===== config.mk =====
export PLATFORM = sky130hd
export DESIGN_NAME = entropy_scheduler_flat
export DESIGN_NICKNAME = d
export VERILOG_FILES = /design/src/rtl/entropy_pkg.sv /design/src/rtl/entropy_scheduler_if.sv /design/src/rtl/entropy_scheduler_rr_arbiter.sv /design/src/rtl/entropy_scheduler.sv /design/src/flat_wrapper.sv
export SDC_FILE = /design/constraint.sdc
export NUM_CORES = 1
export LEC_CHECK = 0
export ABC_AREA = 0
export BUFFER_PORTS_ARGS = -buffer_cell sky130_fd_sc_hd__buf_2
export CORE_MARGIN = 1.5
export CORE_UTILIZATION = 40
export CTS_BUF_LIST = sky130_fd_sc_hd__clkbuf_16
export CTS_CLUSTER_DIAMETER = 150
export DETAILED_ROUTE_END_ITERATION = 8
export GPL_TIMING_DRIVEN = 0
export PLACE_DENSITY = 0.7
export SYNTH_ARGS = -nofsm -noshare
export SYNTH_HDL_FRONTEND = slang
export SYNTH_HIERARCHICAL = 1
export SYNTH_SLANG_ARGS = --single-unit

===== constraint.sdc =====
create_clock -name clk -period 6 [get_ports clk]
set_input_delay 0.9 -clock clk [delete_from_list [all_inputs] [get_ports clk]]
set_output_delay 0.9 -clock clk [all_outputs]
set_load 0.02 [all_outputs]

===== src/rtl/entropy_pkg.sv =====
// Shared state encoding, watchdog health codes and a saturating counter helper
// for the entropy scheduler.
package entropy_pkg;

  typedef enum logic [1:0] {
    STARTUP = 2'd0,
    RUN     = 2'd1,
    FAULT   = 2'd2
  } sched_state_t;

  localparam logic [7:0] HC_OK     = 8'h00;
  localparam logic [7:0] HC_RUNLEN = 8'h01;
  localparam logic [7:0] HC_BIAS   = 8'h02;

  function automatic logic [15:0] sat_inc16(input logic [15:0] v);
    return (v == 16'hFFFF) ? v : v + 16'd1;
  endfunction

endpackage


===== src/rtl/entropy_scheduler_if.sv =====
// Bit-stream, request/grant and status bundle around the entropy scheduler.
// master drives bits, health and requests; slave is the scheduler side.
interface entropy_scheduler_if #(
  parameter int NUM_REQ = 4,
  parameter int WORD_W  = 32
);
  import entropy_pkg::*;

  logic               entropy_bit;
  logic               health_valid;
  logic [7:0]         health_code;
  logic [NUM_REQ-1:0] req;
  logic [NUM_REQ-1:0] grant;
  logic               data_valid;
  logic [WORD_W-1:0]  data_out;
  sched_state_t       state;
  logic [7:0]         fault_code;
  logic [15:0]        fault_count;
  logic [15:0]        overrun_count;

  modport master (
    output entropy_bit, health_valid, health_code, req,
    input  grant, data_valid, data_out, state, fault_code, fault_count, overrun_count
  );

  modport slave (
    input  entropy_bit, health_valid, health_code, req,
    output grant, data_valid, data_out, state, fault_code, fault_count, overrun_count
  );

endinterface


===== src/rtl/entropy_scheduler_rr_arbiter.sv =====
// Round-robin pick: first set req at or after ptr (mod N), one-hot winner.
// Purely combinational; zero latency, no backpressure of its own.
module rr_arbiter #(
  parameter int N = 4
) (
  input  logic [N-1:0]         req,
  input  logic [$clog2(N)-1:0] ptr,
  output logic [N-1:0]         winner
);
  localparam int PW = $clog2(N);

  logic [PW:0] idx;
  logic        found;

  always_comb begin
    winner = '0;
    found  = 1'b0;
    idx    = '0;
    for (int i = 0; i < N; i++) begin
      idx = {1'b0, ptr} + (PW+1)'(i);
      if (idx >= (PW+1)'(N)) idx = idx - (PW+1)'(N);
      if (!found && req[idx[PW-1:0]]) begin
        winner[idx[PW-1:0]] = 1'b1;
        found = 1'b1;
      end
    end
  end

endmodule


===== src/rtl/entropy_scheduler.sv =====
// Discards a startup burst, packs health-checked bits MSB-first into words and hands each
// word to one requester; grant one cycle after hold fills; collection never stalls (overruns drop).
module entropy_scheduler
  import entropy_pkg::*;
#(
  parameter int NUM_REQ      = 4,
  parameter int WORD_W       = 32,
  parameter int STARTUP_BITS = 1024
) (
  input logic               clk,
  input logic               rst,
  entropy_scheduler_if.slave bus
);
  localparam int PW = $clog2(NUM_REQ);
  localparam int SW = $clog2(STARTUP_BITS + 1);
  localparam int BW = $clog2(WORD_W);

  sched_state_t       st;
  logic [SW-1:0]      startup_cnt;
  logic [BW-1:0]      bit_cnt;
  logic [WORD_W-2:0]  shift;
  logic [WORD_W-1:0]  hold;
  logic               hold_valid;
  logic [PW-1:0]      ptr;
  logic [PW-1:0]      next_ptr;
  logic [NUM_REQ-1:0] winner;
  logic [NUM_REQ-1:0] grant_r;
  logic               data_valid_r;
  logic [WORD_W-1:0]  data_out_r;
  logic [7:0]         fault_code_r;
  logic [15:0]        fault_count_r;
  logic [15:0]        overrun_count_r;
  logic               word_done;
  logic [WORD_W-1:0]  word;
  logic               arb;

  rr_arbiter #(.N(NUM_REQ)) u_arb (
    .req    (bus.req),
    .ptr    (ptr),
    .winner (winner)
  );

  assign word_done = (bit_cnt == BW'(WORD_W - 1));
  assign word      = {shift, bus.entropy_bit};
  assign arb       = hold_valid && (|bus.req);

  always_comb begin
    next_ptr = '0;
    for (int i = 0; i < NUM_REQ; i++) begin
      if (winner[i]) next_ptr = (i == NUM_REQ - 1) ? '0 : PW'(i + 1);
    end
  end

  always_ff @(posedge clk or posedge rst) begin
    if (rst) begin
      st              <= STARTUP;
      startup_cnt     <= '0;
      bit_cnt         <= '0;
      shift           <= '0;
      hold            <= '0;
      hold_valid      <= 1'b0;
      ptr             <= '0;
      grant_r         <= '0;
      data_valid_r    <= 1'b0;
      data_out_r      <= '0;
      fault_code_r    <= '0;
      fault_count_r   <= '0;
      overrun_count_r <= '0;
    end else begin
      grant_r      <= '0;
      data_valid_r <= 1'b0;
      data_out_r   <= '0;
      if (!bus.health_valid) begin
        // Untrusted bit wins over everything: drop all partial and held entropy.
        st           <= FAULT;
        shift        <= '0;
        bit_cnt      <= '0;
        hold_valid   <= 1'b0;
        startup_cnt  <= '0;
        fault_code_r <= bus.health_code;
        if (st != FAULT) fault_count_r <= sat_inc16(fault_count_r);
      end else begin
        case (st)
          STARTUP: begin
            startup_cnt <= startup_cnt + 1'b1;
            if (startup_cnt == SW'(STARTUP_BITS - 1)) st <= RUN;
          end
          FAULT: begin
            st          <= STARTUP;
            startup_cnt <= '0;
          end
          RUN: begin
            shift   <= word[WORD_W-2:0];
            bit_cnt <= word_done ? '0 : bit_cnt + 1'b1;
            if (arb) begin
              grant_r      <= winner;
              data_valid_r <= 1'b1;
              data_out_r   <= hold;
              ptr          <= next_ptr;
            end
            // A word landing while hold drains this cycle refills it directly.
            if (word_done) begin
              if (!hold_valid || arb) begin
                hold       <= word;
                hold_valid <= 1'b1;
              end else begin
                overrun_count_r <= sat_inc16(overrun_count_r);
              end
            end else if (arb) begin
              hold_valid <= 1'b0;
            end
          end
          default: st <= STARTUP;
        endcase
      end
    end
  end

  assign bus.grant         = grant_r;
  assign bus.data_valid    = data_valid_r;
  assign bus.data_out      = data_out_r;
  assign bus.state         = st;
  assign bus.fault_code    = fault_code_r;
  assign bus.fault_count   = fault_count_r;
  assign bus.overrun_count = overrun_count_r;

endmodule


===== src/flat_wrapper.sv =====
// flat-port wrapper written by rule: the top's interface ports become plain ports
module entropy_scheduler_flat import entropy_pkg::*;
#(
  parameter int NUM_REQ      = 4,
  parameter int WORD_W       = 32,
  parameter int STARTUP_BITS = 1024
)
  (clk, rst, bus_entropy_bit, bus_health_valid, bus_health_code, bus_req, bus_grant, bus_data_valid, bus_data_out, bus_state, bus_fault_code, bus_fault_count, bus_overrun_count);
  entropy_scheduler_if #(.NUM_REQ(NUM_REQ), .WORD_W(WORD_W)) bus_i ();
  input logic clk;
  input logic rst;
  input wire logic [$bits(bus_i.entropy_bit)-1:0] bus_entropy_bit;
  input wire logic [$bits(bus_i.health_valid)-1:0] bus_health_valid;
  input wire logic [$bits(bus_i.health_code)-1:0] bus_health_code;
  input wire logic [$bits(bus_i.req)-1:0] bus_req;
  output wire logic [$bits(bus_i.grant)-1:0] bus_grant;
  output wire logic [$bits(bus_i.data_valid)-1:0] bus_data_valid;
  output wire logic [$bits(bus_i.data_out)-1:0] bus_data_out;
  output wire logic [$bits(bus_i.state)-1:0] bus_state;
  output wire logic [$bits(bus_i.fault_code)-1:0] bus_fault_code;
  output wire logic [$bits(bus_i.fault_count)-1:0] bus_fault_count;
  output wire logic [$bits(bus_i.overrun_count)-1:0] bus_overrun_count;
  assign bus_i.entropy_bit = bus_entropy_bit;
  assign bus_i.health_valid = bus_health_valid;
  assign bus_i.health_code = bus_health_code;
  assign bus_i.req = bus_req;
  assign bus_grant = bus_i.grant;
  assign bus_data_valid = bus_i.data_valid;
  assign bus_data_out = bus_i.data_out;
  assign bus_state = bus_i.state;
  assign bus_fault_code = bus_i.fault_code;
  assign bus_fault_count = bus_i.fault_count;
  assign bus_overrun_count = bus_i.overrun_count;
  entropy_scheduler #(.NUM_REQ(NUM_REQ), .WORD_W(WORD_W), .STARTUP_BITS(STARTUP_BITS)) u_core (.clk(clk), .rst(rst), .bus(bus_i));
endmodule

After elaboration in Yosys (flattened, before gate mapping):

Cells that the tools add are included.

* output and inout bits: 79
* input port bits: 16
* flip-flop bits (word level): 161
* word-level logic and storage cells: 132

* bitwise operators: 7
* equality and inequality tests: 13
* $lt $le $gt $ge: 12
* multiplexer cells: 55
* add/subtract/negate cells: 11
* reductions and logical operators: 21

Operators by type and width (number)
* 2-to-1 mux 32 bit: 3
* 2-to-1 mux 31 bit: 2
* adder 16 x 1 -> 16 bit (second input constant): 2
* == test 16 bit (second input constant): 2
* 2-to-1 mux 4 bit: 7
* one-hot mux 11 bit (2 select lines): 1
* 2-to-1 mux 1 bit: 20
* 2-to-1 mux 2 bit: 9
* 2-to-1 mux 5 bit: 3
* less-than comparator 2 x 3 -> 1 bit (second input constant): 4
* OR 4 bit: 3
* adder 11 x 1 -> 11 bit (second input constant): 1
* == test 11 x 10 -> 1 bit (second input constant): 1
* 2-to-1 mux 11 bit: 1
* >= comparator 3 bit (second input constant): 3
* AND reduction 3 bit: 3
* binary-select mux 1 bit (select 2 bit): 4
* demux 1 bit (select 2 bit): 4
* >= comparator 2 x 1 -> 1 bit (second input constant): 4
* logical AND 1 bit: 8
* subtractor 2 x 1 -> 2 bit (second input constant): 4
* adder 2 x 2 -> 3 bit (second input constant): 2
* != test 3 x 1 -> 1 bit (second input constant): 2
* adder 5 x 1 -> 5 bit (second input constant): 1
* 18 further kinds: 25

Longest topological paths before layout:

* depth after elaboration: 18
* depth in mapped cells: 10
* gate-level depth less buffers: 10

Modules after synthesis:

Netlist, hierarchy kept.

Modules (own cells, without submodules)
* entropy_scheduler: cells each 490, seq. area each 4028.9 sq um, times used 1, area each 6312.3 sq um
* rr_arbiter: cells each 30, seq. area each 0.0 sq um, times used 1, area each 302.8 sq um

Least setup slack after synthesis:

Ideal clock, no wire load.

* path kind: in2reg
* from: input port bus_req[3]
* to: register u_core.ptr[0]
* buffers on the path: 0
* library setup time: 0.128 ns
* stages on the path: 7
* required time: 5.872 ns
* data arrival time: 2.504 ns
* path slack: 3.368 ns
* cell sequence: mux4_2 > nor4b_4 > a221o_1 > inv_1 > a21oi_1 > nor2_1 > mux2_1

* elaborated cells on any way between the ends: 31
* those cells by class: mux: 19; bitwise: 3; reduce/logical: 9

RTL lines
* from (decl): line flat_wrapper.sv:15 `input wire logic [$bits(bus_i.req)-1:0] bus_req;`
* binary-select mux 1 bit (select 2 bit): line entropy_scheduler_rr_arbiter.sv:22 `if (!found && req[idx[PW-1:0]]) begin`
* 2-to-1 mux 1 bit (not written as such): line entropy_scheduler_rr_arbiter.sv:22
* 2-to-1 mux 1 bit: line entropy_scheduler_rr_arbiter.sv:22
* logical NOT 1 bit: line entropy_scheduler_rr_arbiter.sv:22
* logical AND 1 bit: line entropy_scheduler_rr_arbiter.sv:22
* 2-to-1 mux 1 bit: line entropy_scheduler_rr_arbiter.sv:22
* logical NOT 1 bit: line entropy_scheduler_rr_arbiter.sv:22
* logical AND 1 bit: line entropy_scheduler_rr_arbiter.sv:22
* 2-to-1 mux 1 bit: line entropy_scheduler_rr_arbiter.sv:22
* logical NOT 1 bit: line entropy_scheduler_rr_arbiter.sv:22
* logical AND 1 bit: line entropy_scheduler_rr_arbiter.sv:22
* 2-to-1 mux 4 bit (*): line entropy_scheduler_rr_arbiter.sv:22
* net u_core.winner[1]: line entropy_scheduler.sv:26 `logic [NUM_REQ-1:0] winner;`
* 2-to-1 mux 2 bit (*) (3 in series): line entropy_scheduler.sv:50 `if (winner[i]) next_ptr = (i == NUM_REQ - 1) ? '0 : PW'(i + 1);`
* to (signal assigned): line entropy_scheduler.sv:99 `ptr <= next_ptr;`
* to (decl): line entropy_scheduler.sv:24 `logic [PW-1:0] ptr;`

The timed path passes the listed nets; every way through them passes the cells marked *. The select of a mux whose other input is x is not followed.
A chain may end at the register's enable or synchronous reset.

Final worst setup path:

* from: register u_core.ptr[0]
* to: register u_core.ptr[0]

* elaborated cells on any way between the ends: 63
* those cells by class: add/sub: 7; order compare: 12; mux: 31; bitwise: 3; reduce/logical: 10

RTL lines (line)
* parallel branches: the longest is 13 deep, another holds adder 2 x 1 -> 3 bit
* 2-to-1 mux 4 bit (*): entropy_scheduler_rr_arbiter.sv:22
* net u_core.winner[1]: entropy_scheduler.sv:26
* 2-to-1 mux 2 bit (*) (3 in series): entropy_scheduler.sv:50

Mark *: on every way through the listed nets, which the timed path passes. The select of a mux whose other input is x is not followed.

==> summary.txt <==
clock-pin slew on the worst setup and hold paths = 0.06 ns
clk root buf = clkbuf_16
Pint = 1.76 mW
most common cell in the netlist = dfrtp_1
Syn-to-layout area delta = 20.4%
Setup Total Neg Slack = 0 ns
vias in the first global route = 4441
total power = 2.36 mW
Fin. Hold Viols = 0
worst-case reg-to-reg path depth = 9
Final Critical Period = 2.68 ns
Clk pwr share = 43.8%
worst endpoint data arrival time = 2.98 ns
Post-CTS Resized = 0
reg2reg end = u_core/ptr[0]
H-tree lvl count = 4
Placer Congestion = 0.849
final core occ = 49.8%
Hold WC Path Type = register to register
Synth Instances = 520
Net Sw Frac = 25.3%
total grt overflow = 0
Psw = 597 uW
asr flop ratio synth = 100%
fin area = 7960 um2
largest net degree at the start of global routing = 106
Hold Path Sink = u_core/bus.data_out[19]
fin nets = 661
I/O pin cnt = 95
Power Density = 296 nW/um2
top cell type's share of synthesized area = 60.9%
min-delay src = u_core/hold[19]
Seq pwr share = 48.7%
syn_nets = 547
Fmax achieved = 0.373 GHz
Max Fanout on Critical Path = 10
number of synthesized flops with an enable pin = 0
synth unique cells = 46
row cnt = 46
Comb power frac = 7.4%
core region area = 16000 um2
outcome = finished clean
most used flip-flop cell after synthesis = dfrtp_1
hpwl dp = 8550 um
fillcell total = 1447
Routed Antenna Nets = 0
dominant cells by area after synthesis = dfrtp_1 61%, mux2_1 6.1%, a22o_1 4.5%
final setup fails = 0
Synth area leader = dfrtp_1
1st-iter DRT viols = 223
CP startpoint kind = register
drc violations = 0
first-pass GRT wire length = 21300 um
Die X = 132 um
DIE HEIGHT = 132 um
post-route clock period utilization = 44.7%
leakage = 4.03 nW
Initial Utilization = 41.3%
PortBufs = 94
Avg WL per Cell = 14.3 um
via/cell ratio = 5.04
DP Area = 7390 um2
CP Data Required Time = 6.30 ns
Synth Register Bits = 161
RSZ-0062 raised after global routing = no
CTS Hold Bufs = 0
kind of critical path = register to register
Clock Latency Late Sink = 0.42 ns
hold path depth = 1
die area = 17300 um2
worst-margin pin slew = 0.677 ns
max-slew violations = 0
GRT Util Overall = 15.2%
clock skew = 0.00723 ns
Worst VDD drop = 0.204 mV
cell area after synthesis = 6620 um2
Ant. Diodes = 0
# Post-CTS Setup Buffers = 0
Worst setup EP type = register
Via Count = 4346
post-synthesis area per instance = 12.7 um2
initial antenna violation count = 0
Seq/Total Area, Yosys = 60.9%
Reg-to-Reg Start = u_core/ptr[0]
Routed WL = 12400 um
CTS tree = done
Max-Cap Viols = 0
Worst slew margin = 54.4%
r2r setup slk = 3.32 ns
CTS sink cnt = 161
clk buf depth = 2
number of CTS-inserted buffers = 17
yosys warns = 6
first drt pass iteration count = 4
most instantiated cells after synthesis = 161 x dfrtp_1, 44 x and2_1, 41 x nand2_1
layout cells sized above 1 = 23.3%
[power groups by stage]
stage	logic [mW]	clock network (mW)	registers, mW
after floorplan	0.0813	0	1.20
after global placement	0.170	0	1.16
after detailed placement	0.178	0	1.17
after CTS	0.178	1.06	1.15
after global routing	0.192	1.12	1.15
final	0.176	1.03	1.15
[worst max-delay path, cell delays in order, from the launching register on]
cell	delay, ns
dfrtp_1	0.58
inv_1	0.13
ha_1	0.35
mux4_2	0.39
nor4b_4	0.35
a221o_1	0.24
inv_1	0.05
a21oi_1	0.14
nor2_1	0.05
mux2_1	0.28
[routing by layer]
layer	global-route usage [%]	vias up	wire length [um]
li1	-	2073	-
met1	19.1	2141	5570
met2	24.5	113	5950
met3	4.36	19	614
met4	6.79	0	246
met5	0	-	0
[cell families after synthesis]
logic type / synth area share [%]
compound gates: 8.66
xor+xnor: 3.44
fa+ha+maj: 2.08
buf+inv: 1.76
flops: 60.9
mux: 9.08
simple gates: 14.1
[how the worst max path moves through the flow]
stage                  startpoint                      end  cells after the start
floorplan                     rst        u_core/bit_cnt[0]                      1
global placement              rst  u_core/bus.data_out[15]                      2
detailed placement     bus_req[3]            u_core/ptr[0]                      8
CTS                 u_core/ptr[0]            u_core/ptr[0]                      9
global route        u_core/ptr[0]            u_core/ptr[0]                      9
finish              u_core/ptr[0]            u_core/ptr[0]                      9
[layout make-up]
class	count	area, um2	share of cell area, %
Buffer	21	90.1	1.13
Clock buffer	17	425	5.34
Clock inverter	15	148	1.85
Inverter	7	31.3	0.393
Multi-Input combinational cell	331	2470	31.0
Sequential cell	161	4030	50.6
Tap cell	216	270	3.39
Timing Repair Buffer	95	498	6.25
[placed cells by master, fill, tap and decap left out, types with 8 or more instances in the layout]
| cell type | instances |
|---|---|
| xor2_1 | 8 |
| a22o_1 | 34 |
| ha_1 | 11 |
| clkbuf_1 | 15 |
| nand4_1 | 10 |
| xnor2_1 | 18 |
| dfrtp_1 | 161 |
| mux2_1 | 36 |
| mux2_2 | 9 |
| o21ai_0 | 16 |
| clkbuf_16 | 17 |
| nand3_1 | 18 |
| nand2_1 | 41 |
| and2_1 | 44 |
| nor2_1 | 20 |
| buf_2 | 97 |
[registers in the layout, indices dropped and copies added (netlist names)]
signal / cells
u_core/hold: 32
u_core/bit_cnt: 5
u_core/bus.grant: 4
u_core/bus.fault_count: 16
u_core/shift: 31
u_core/ptr: 2
u_core/bus.data_valid: 1
u_core/bus.state: 2
u_core/bus.data_out: 32
u_core/bus.fault_code: 8
u_core/startup_cnt: 11
u_core/bus.overrun_count: 16
u_core/hold_valid: 1
[metrics by stage]
| step | setup slack (ns) | hold WS [ns] | cells |
|---|---|---|---|
| 2_1_floorplan | 0.752 | 0.446 | 520 |
| 3_3_place_gp | -0.708 | 0.460 | 830 |
| 3_5_place_dp | 3.08 | 0.460 | 831 |
| 4_1_cts | 3.29 | 0.474 | 863 |
| 5_1_grt | 3.13 | 0.493 | 863 |
| 6_report | 3.32 | 0.469 | 863 |
Power figures use the tool's default switching activity.
